**config.mk**
```make
export PLATFORM = sky130hd
export DESIGN_NAME = instr_fetch_stage
export DESIGN_NICKNAME = d
export VERILOG_FILES = /design/src/rtl/instr_fetch_stage.sv
export SDC_FILE = /design/constraint.sdc
export NUM_CORES = 1
export LEC_CHECK = 0
export CORE_UTILIZATION = 40
export DETAILED_ROUTE_END_ITERATION = 6
export GPL_TIMING_DRIVEN = 0
export PLACE_DENSITY = 0.83
export REMOVE_ABC_BUFFERS = 1
export SYNTH_ARGS = -nofsm -noshare
export SYNTH_HDL_FRONTEND = slang
export SYNTH_SLANG_ARGS = --single-unit
```
**constraint.sdc**
```tcl
create_clock -name clk -period 2.4 [get_ports clk]
set_input_delay 0.24 -clock clk [delete_from_list [all_inputs] [get_ports clk]]
set_output_delay 0.24 -clock clk [all_outputs]
set_load 0.05 [all_outputs]
```
**src/rtl/instr_fetch_stage.sv**
```systemverilog
// ---------------------------------------------------------------------------
// instr_fetch_stage
//
// Instruction fetch stage. Holds the program counter and presents it to a
// combinational instruction ROM. Each cycle, the returned word and its PC
// are captured into the IF/ID register for decode. Decode can stall the
// stage. A branch or jump redirect flushes the slot and loads a new PC.
// The stage also keeps a saturating count of issued words.
//
// Parameters
//   RESET_PC  : PC loaded on reset
//   NOP_WORD  : bubble word placed in IF/ID on reset and on flush
//
// Ports
//   clk            in   clock, rising-edge active
//   rst_n          in   synchronous active-low reset
//   stall          in   decode cannot accept; hold PC and IF/ID
//   redirect_valid in   taken branch/jump; flush slot, load redirect_addr
//   redirect_addr  in   [7:0]  target PC
//   rom_addr       out  [7:0]  ROM address (the PC register)
//   rom_data       in   [15:0] ROM word for rom_addr, same cycle
//   if_id_instr    out  [15:0] registered instruction
//   if_id_pc       out  [7:0]  registered PC of if_id_instr
//   if_id_valid    out  if_id_instr is a fetched word, not a bubble
//   fetch_count    out  [15:0] words issued, saturating at 16'hFFFF
// ---------------------------------------------------------------------------
module instr_fetch_stage #(
  parameter logic [7:0]  RESET_PC = 8'd0,
  parameter logic [15:0] NOP_WORD = 16'h0000
) (
  input  logic        clk,
  input  logic        rst_n,
  input  logic        stall,
  input  logic        redirect_valid,
  input  logic [7:0]  redirect_addr,
  output logic [7:0]  rom_addr,
  input  logic [15:0] rom_data,
  output logic [15:0] if_id_instr,
  output logic [7:0]  if_id_pc,
  output logic        if_id_valid,
  output logic [15:0] fetch_count
);

  logic [7:0]  pc_q,    pc_d;
  logic [15:0] instr_q, instr_d;
  logic [7:0]  ipc_q,   ipc_d;
  logic        valid_q, valid_d;
  logic [15:0] count_q, count_d;

  // Priority below reset: a redirect overrides a stall, and a stall
  // overrides a normal fetch.
  always_comb begin
    pc_d    = pc_q;
    instr_d = instr_q;
    ipc_d   = ipc_q;
    valid_d = valid_q;
    count_d = count_q;
    if (redirect_valid) begin
      // The word being fetched this cycle is from the wrong path, so drop it.
      // if_id_pc keeps its previous value.
      pc_d    = redirect_addr;
      instr_d = NOP_WORD;
      valid_d = 1'b0;
    end else if (!stall) begin
      instr_d = rom_data;
      ipc_d   = pc_q;
      valid_d = 1'b1;
      pc_d    = pc_q + 8'd1;  // wraps FF -> 00 naturally
      if (count_q != 16'hFFFF) begin
        count_d = count_q + 16'd1;
      end
    end
  end

  always_ff @(posedge clk) begin
    if (!rst_n) begin
      pc_q    <= RESET_PC;
      instr_q <= NOP_WORD;
      ipc_q   <= 8'd0;
      valid_q <= 1'b0;
      count_q <= 16'd0;
    end else begin
      pc_q    <= pc_d;
      instr_q <= instr_d;
      ipc_q   <= ipc_d;
      valid_q <= valid_d;
      count_q <= count_d;
    end
  end

  assign rom_addr    = pc_q;
  assign if_id_instr = instr_q;
  assign if_id_pc    = ipc_q;
  assign if_id_valid = valid_q;
  assign fetch_count = count_q;

endmodule
```
==> impl_metrics.json <==
{
  "final_util": 0.615,
  "regArea_um2": 981,
  "drt_iter0_drc": 131,
  "synth_top_family_by_area": "simple AND/OR/NAND/NOR gates",
  "reg2reg_slack_ns": 0.39,
  "hold_viol_final": 0,
  "muxShareOfSynthArea": 0.0954,
  "cp.arrival_ns": 2.40,
  "overflow": 0,
  "status": "completed",
  "syn_area_um2": 2100,
  "hold_end": "if_id_pc[5]$_SDFFE_PN0P_",
  "routed_wl_um": 5080,
  "grt_pass1_vias": 1872,
  "port_buffers": 76,
  "die_h_um": 74.4,
  "period_share": 0.904,
  "ys_async_sr_fraction": 0,
  "rr_worst_depth": 4,
  "ys.flop_type": "dfxtp_1",
  "synth_edf_count": 0,
  "p_sw_frac": 0.295,
  "cap_viol_max_count": 0,
  "grt_max_degree": 28,
  "clkLatencyLatePin_ns": 0.31,
  "dieArea_um2": 5540,
  "clock.fmax_mhz": 461,
  "final_cells": 378,
  "die_w_um": 74.4,
  "cp_slowest_stage_delay_ns": 0.65,
  "holdWs_ns": 0.461,
  "cts_num_sinks": 49,
  "timing.rr.end": "fetch_count[0]$_SDFFE_PN0P_",
  "fin_ws_ns": 0.232,
  "powerDensity_nw_per_um2": 551,
  "p_sw_mw": 0.487,
  "synth-simple-area-share": 0.227,
  "cts-root-buf": "clkbuf_8",
  "cp.required_ns": 2.63,
  "synth_area_leaders": "dfxtp_1 47%, mux2i_1 9.5%, a21oi_1 6.2%, nor2_1 5.0%, nand2_1 4.1%",
  "antenna_found_initial": 0,
  "synth.top_cell.area_share": 0.468,
  "area_growth_pct": 43.1,
  "routed-via-count": 2032,
  "htreeDepth": 2,
  "ir_worst_vdd_mv": 0.286,
  "hold_path_class": "register to register",
  "yosysUniqueCellTypes": 40,
  "clkPwrFrac": 0.318,
  "crit_buf_inv": 1,
  "post_cts_buffers": 0,
  "syn_inst": 238,
  "pre_cts_slack_ns": -1.17,
  "cts_buffer_depth": 2,
  "multi_input_area_um2": 1050,
  "wl_per_cell_um": 13.4,
  "hpwl_um": 3630,
  "worst-setup-path-type": "input pin to register",
  "finalPower_mw": 1.65,
  "io_pins": 77,
  "core_region_area_um2": 4880,
  "n_fill_cell": 425,
  "worst-path-stages": 5,
  "cts_tree": "yes",
  "r2r_start": "fetch_count[10]$_SDFFE_PN0P_",
  "num_antenna_cells": 0,
  "layout-drive-gt1-share": 0.0386,
  "synth-compound-area-share": 0.134,
  "p_int_mw": 1.17,
  "grtUsageTotal": 0.197,
  "layout.nets": 340,
  "synthXorXnorAreaFrac": 0.0292,
  "core.rowCount": 25,
  "slew_headroom": 0.168,
  "ys_ff_latch": 49,
  "synth_warnings": 0,
  "dr.pass1.iters": 4,
  "critPathCaptureType": "register",
  "seqPwrFrac": 0.520,
  "start_util": 0.430,
  "hold_start": "if_id_pc[5]$_SDFFE_PN0P_",
  "ys_seq_area_frac": 0.468,
  "cpLargestDelayFamily": "simple AND/OR/NAND/NOR gates",
  "avgViaCountPerCell": 5.38,
  "finalMaxSlewViolations": 0,
  "clk_pin_slew_worst_paths_ns": 0.11,
  "comb_power_share": 0.162,
  "cp-start-kind": "input pin",
  "finalSetupViolCount": 0,
  "ant_nets": 0,
  "synthAdderAreaFrac": 0.0119,
  "finClkSkew_ns": 0.0148,
  "period_minus_slack_ns": 2.17,
  "grt_first_pass_wirelength_um": 8440,
  "path_cells": "dlygate4sd2_1, or2_4, or2_1, or4_1, a21oi_1",
  "whs_path_depth": 2,
  "cp_max_fo": 23,
  "place_congestion": 0.861,
  "max_slew.worst_pin.slew_ns": 1.25,
  "cpMaxStageDelayCell": "dlygate4sd2_1",
  "rsz0062_at_grt": "no",
  "synth.avg_cell_area_um2": 8.82,
  "cts_buffers": 5,
  "drc": 0,
  "total_leakage_power_nw": 1.06,
  "post-synth-top-area-cell": "dfxtp_1",
  "dp.cells": 370
}
==> cells by family after synthesis <==
logic type / Yosys count
buffers and inverters: 19
XOR/XNOR: 7
adder cells (fa/ha/maj): 2
AO/OA/AOI/OAI: 47
multiplexers: 20
AND/OR/NAND/NOR: 94
flip-flops: 49
==> power by group through the flow <==
stage               combinational (mW)  sequential (mW)  clock [mW]
global placement                 0.265            0.877           0
finish                           0.268            0.859       0.526
global route                     0.286            0.863       0.564
floorplan                       0.0627            0.960           0
detailed placement               0.269            0.878           0
CTS                              0.271            0.859       0.538
==> cell type report <==
class,count,share of cell area
multi-input cells,170,0.350
inverters,8,0.0100
clock buffers,5,0.0229
clock inverters,3,0.00959
repair buffers,76,0.253
well taps,67,0.0279
flip-flops and latches,49,0.327
==> tightest hold or removal path: cells and delay by family, from the launching register on <==
family / cells / cell delay [ns]
DFF: 1 / 0.32
and+or+nand+nor: 1 / 0.05
AOI/OAI and AO/OA: 1 / 0.05
==> layer usage <==
layer / up-vias / part of all wire / GRT usage
li1: 993 / - / -
met1: 930 / 0.41 / 0.231
met2: 100 / 0.46 / 0.312
met3: 9 / 0.11 / 0.0799
met4: 0 / 0.018 / 0.0964
met5: - / 0 / 0
==> cell usage after synthesis (2+ instances only) <==
cell	number
dfxtp_1	49
nor2_1	28
a21oi_1	26
nand2_1	23
mux2i_1	20
nand3_1	9
clkbuf_1	8
inv_1	7
o21ai_0	6
xor2_1	6
nand4_1	5
nor3_1	4
nor4_1	4
o31ai_1	4
and4_1	3
o41ai_1	3
or4_1	3
a211oi_1	2
buf_2	2
ha_1	2
nor2b_1	2
nor3b_1	2
or3_1	2
or4b_1	2
==> sequential cells by signal (all words and copies together) (netlist names) <==
signal / cells
if_id_instr: 16
fetch_count: 16
if_id_valid: 1
rom_addr: 8
if_id_pc: 8
==> repair_timing <==
action / 4_1_cts / 5_1_grt
hold buffers: 0 / 0
resized for setup: 3 / 0
endpoints found under the setup margin: 19 / 0
hold endpoints to repair: 0 / 0
==> metrics by stage <==
stage / setup TNS (ns) / instance area, µm²
floorplan: 0 / 2050
global placement: -11.83 / 2900
detailed placement: -12.27 / 2900
CTS: 0 / 3000
global route: 0 / 3000
finish: 0 / 3000
==> cell usage in the layout, fill, tap and decap left out, drive strengths merged, types with 3 or more instances in the layout <==
master and count:
a21oi 26, and4 3, clkbuf 5, clkdlybuf4s50 75
dfxtp 49, inv 9, mux2i 20, nand2 23
nand3 9, nand4 5, nor2 28, nor3 5
nor4 4, o21ai 6, o31ai 4, o41ai 3
or4 3, xor2 6
==> how the worst max path moves through the flow <==
| stage | startpoint | end | slack, ns |
|---|---|---|---|
| after global placement | stall | fetch_count[11]$_SDFFE_PN0P_ | -1.18 |
| after CTS | stall | fetch_count[10]$_SDFFE_PN0P_ | 0.24 |
| final | stall | fetch_count[10]$_SDFFE_PN0P_ | 0.23 |
| after global routing | rst_n | fetch_count[8]$_SDFFE_PN0P_ | 0.06 |
| after detailed placement | stall | fetch_count[13]$_SDFFE_PN0P_ | -1.17 |
| after floorplan | fetch_count[1]$_SDFFE_PN0P_ | fetch_count[10]$_SDFFE_PN0P_ | 0.25 |
Note: power is estimated with default switching activity, not from simulation.
==> RTL change 1: new RTL, same flow settings <==
Register the output `fetch_count` once more, without a reset; this adds one clock of latency there. The other outputs are not delayed to match.
--- a/src/rtl/instr_fetch_stage.sv
+++ b/src/rtl/instr_fetch_stage.sv
@@ -94,3 +94,5 @@
   assign if_id_valid = valid_q;
-  assign fetch_count = count_q;
+  always_ff @(posedge clk) begin
+    fetch_count <= count_q;
+  end
 
Formal check against the unedited RTL: not equivalent (a bounded check fails within 4 cycles, from zero or initial values and one cycle with rst_n low).
==> RTL change 1 against the original RTL <==
Setup slack better by 0.12 ns; routed wire length is 0.41% higher; clock skew fell by 0.0054 ns; synthesized area is 16% higher; sequential cell count rose by 16; cell count up 6.6%; total power increased by 52%; non-clock buffer count did not move; utilization fell by 2.8 points; cell area is 16% higher; count of clock-buffer cells in the layout rose by 4.
==> RTL change 1: results (changes against the original RTL) <==
status: "complete, no violations"  # unchanged
grtUsageTotal: 0.171  # was 0.197
wl_per_cell_um: 12.7  # was 13.4 um
clkLatencyLatePin_ns: 0.34  # was 0.31 ns
grt_max_degree: 28  # unchanged
ys_types: 41  # was 40
irDropWorstVdd_mv: 0.446  # was 0.286 mV
finalClockSkew_ns: 0.00938  # was 0.0148 ns
hpwl_um: 3560  # was 3630 um
vias_per_cell: 5.01  # was 5.38
first_pass_iters: 4  # unchanged
place_congestion: 0.792  # was 0.861
ys_seq_area_frac: 0.533  # was 0.468
yosys-top-cells-area: "dfxtp_1 (53%), mux2i_1 (8.2%), a21oi_1 (4.5%)"  # was dfxtp_1 (47%), mux2i_1 (9.5%), a21oi_1 (6.2%)
grt_pass1_wl_um: 8310  # was 8440 um
htreeDepth: 3  # was 2
critical_path_arrival_ns: 2.31  # was 2.40 ns
crit_fanout: 15  # was 23
synthTopCellsByCount: "dfxtp_1 (65), nor2_1 (28), nand2_1 (24)"  # was dfxtp_1 (49), nor2_1 (28), a21oi_1 (26)
cts_buffers: 9  # was 5
clk_pin_slew_worst_paths_ns: 0.08  # was 0.11 ns
leakagePower_nw: 1.30  # was 1.06 nW
drive_above_1_share: 0.0762  # was 0.0386
drt_iter0_drc: 94  # was 131
yosysTopAreaCellShare: 0.533  # was 0.468
final_nets: 353  # was 340
place_area_mm2: 0.00323  # was 0.00290 mm^2
relSlewSlack: 0.172  # was 0.168
grt_pass1_vias: 1865  # was 1,872
RTL change 1: cell types whose count changed in the layout (fill, tap and decap cells not counted), sizes merged, moves of 4 or more:
cell | unedited run | this run
dfxtp | 49 | 65
or3 | 2 | 7
o21ai | 6 | 12
clkbuf | 5 | 9
xnor2 | 1 | 5
nand3 | 9 | 5
RTL change 1: what timing repair did:
action / CTS / global route
endpoints found under the hold margin: 0 / 0
setup endpoints to repair: 12 / 0
resized for setup: 1 / 0
RTL change 1: kinds of logic (layout without fill, tap and decap cells):
logic type	Yosys count	count (layout)	synth area share
AND/OR/NAND/NOR	88	88	0.193
flip-flops	65	65	0.533
AO/OA/AOI/OAI	45	45	0.113
multiplexers	20	20	0.0819
buffers and inverters	17	99	0.0379
XOR/XNOR	9	9	0.0323
adder cells (fa/ha/maj)	2	2	0.0102
RTL change 1: per-layer routing:
| metal | GRT usage | vias up | share of wire |
|---|---|---|---|
| met5 | 0 | - | 0 |
| met4 | 0.0839 | 0 | 0.022 |
| met3 | 0.0886 | 13 | 0.086 |
| met2 | 0.271 | 67 | 0.45 |
| met1 | 0.186 | 932 | 0.44 |
| li1 | - | 1007 | - |
RTL change 1: cell type report:
cell class | instances | area (um^2)
Inverter | 7 | 26.3
Multi-Input combinational cell | 164 | 1050
Sequential cell | 65 | 1300
Timing Repair Buffer | 76 | 759
Clock inverter | 7 | 119
Tap cell | 75 | 93.8
Fill cell | 510 | 2450
Clock buffer | 9 | 124
RTL change 1: worst paths after layout:
| path | start | endpoint | slack [ns] | depth (start not counted) |
|---|---|---|---|---|
| worst max-delay path | count_q[0]$_SDFFE_PN0P_ | count_q[6]$_SDFFE_PN0P_ | 0.35 | 5 |
| worst min-delay path | count_q[1]$_SDFFE_PN0P_ | fetch_count[1]$_DFF_P_ | 0.39 | 0 |
| worst max register to register | count_q[0]$_SDFFE_PN0P_ | count_q[6]$_SDFFE_PN0P_ | 0.35 | 5 |
| worst min register to register | count_q[1]$_SDFFE_PN0P_ | fetch_count[1]$_DFF_P_ | 0.39 | 0 |
RTL change 1: worst max-delay path: stages, from the launching register on:
cell and delay, ns:
dfxtp_1 0.39, ha_1 0.25, nand4_2 0.22, o41ai_4 0.77, o21ai_1 0.18, a21oi_2 0.15
RTL change 1: power by group:
group | internal (mW) | total (mW) | leakage (nW) | switching (mW)
registers | 1.11 | 1.13 | 0.528 | 0.0226
logic | 0.112 | 0.270 | 0.660 | 0.158
clock network | 0.689 | 1.12 | 0.115 | 0.432
total | 1.91 | 2.52 | 1.30 | 0.612
RTL change 1: stage by stage:
step | setup WS (ns) | std cells
floorplan | 0.628 | 236
global placement | -0.428 | 387
detailed placement | -0.486 | 387
CTS | 0.330 | 403
global route | 0.211 | 403
finish | 0.349 | 403
==> RTL change 2: new RTL, config.mk and constraints unchanged <==
Without the edit above. Reset style: asynchronous (`rst_n`), changed in one clocked block. Comments in the files are not updated.
--- a/src/rtl/instr_fetch_stage.sv
+++ b/src/rtl/instr_fetch_stage.sv
@@ -74,3 +74,3 @@
 
-  always_ff @(posedge clk) begin
+  always_ff @(posedge clk or negedge rst_n) begin
     if (!rst_n) begin
Formal check against the unedited RTL: differs if rst_n is asserted again (counterexample within 4 cycles, from zero or initial values and one cycle with rst_n low); with rst_n held inactive, the same outputs for 10 cycles.
==> RTL change 2 against the original RTL <==
Synthesized area increased by 4.4%; sequential share of layout area increased by 6.4 points; cell area increased by 4.6%; routed wire length decreased by 13%; setup slack improved by 0.31 ns; hold slack improved by 0.022 ns; sequential cell count unchanged; critical endpoint is now rom_addr[0].
Power is not compared: it rests on default switching activity, and its combinational part moved more than twofold at a synthesized area within 25%.
==> RTL change 2: results (changes against the original RTL) <==
status: "complete, no violations"  # unchanged
synth_cells: 189  # was 238
rr_worst_depth: 5  # was 4
final_cells: 338  # was 378
drt_iter0_drc: 68  # was 131
inverters: 1  # was 8
critical_path_arrival_ns: 1.62  # was 2.40 ns
clkbuf_count: 7  # was 5
place_area_mm2: 0.00302  # was 0.00290 mm^2
ys_types: 28  # was 40
slowest_delay_ns: 0.85  # was 0.65 ns
dp_cells: 329  # was 370
nFillCells: 430  # was 425
synth_xor_area_frac: 0.0840  # was 0.0292
setup.worst_path.start: "rom_addr[0]$_DFFE_PN0P_"  # was stall
syn_to_final_growth_pct: 43.4  # was 43.1%
synthTopCellsByCount: "dfrtp_1 (49), nand2_1 (22), nor2_1 (20)"  # was dfxtp_1 (49), nor2_1 (28), a21oi_1 (26)
vias_per_cell: 4.91  # was 5.38
crit_fanout: 6  # was 23
multi_input_gates: 132  # was 170
sh_seq_area: 0.391  # was 0.327
multi_input_area_um2: 930  # was 0.00105 mm^2
setup_slack_ns: 0.543  # was 0.232 ns
drive_above_1_share: 0.0933  # was 0.0386
hold_class: "in -> async"  # was reg -> reg
routed_wl_um: 4440  # was 5080 um
place_congestion: 0.791  # was 0.861
r2r-start: "fetch_count[0]$_DFFE_PN0P_"  # was fetch_count[10]$_SDFFE_PN0P_
rows: 26  # was 25
grt_pass1_vias: 1625  # was 1,872
[RTL change 2: cell types whose count changed after synthesis, moves of 6 or more]
cell     change
dfrtp_1     +49
dfxtp_1     -49
xnor2_1      +9
nor2_1       -8
inv_1        -6
a21oi_1     -25
mux2_2       +9
[RTL change 2: what timing repair did]
item	in CTS	in global routing
resized for setup	0	2
setup endpoints to repair	0	8
hold buffers	1	0
endpoints found under the hold margin	24	0
[RTL change 2: per-layer routing]
layer	part of all wire	up-vias	global-route usage	wire length [um]
met1	0.46	811	0.209	2030
li1	-	807	-	-
met4	0.0045	0	0.0346	20
met3	0.048	2	0.0419	215
met2	0.49	41	0.287	2180
met5	0	-	0	0
[RTL change 2: power by group through the flow]
stage / combinational [mW] / clock, mW / sequential [mW]
finish: 0.819 / 0.506 / 1.04
detailed placement: 0.824 / 0 / 1.06
CTS: 0.828 / 0.528 / 1.05
floorplan: 0.148 / 0 / 1.40
global placement: 0.811 / 0 / 1.06
global route: 0.859 / 0.561 / 1.06
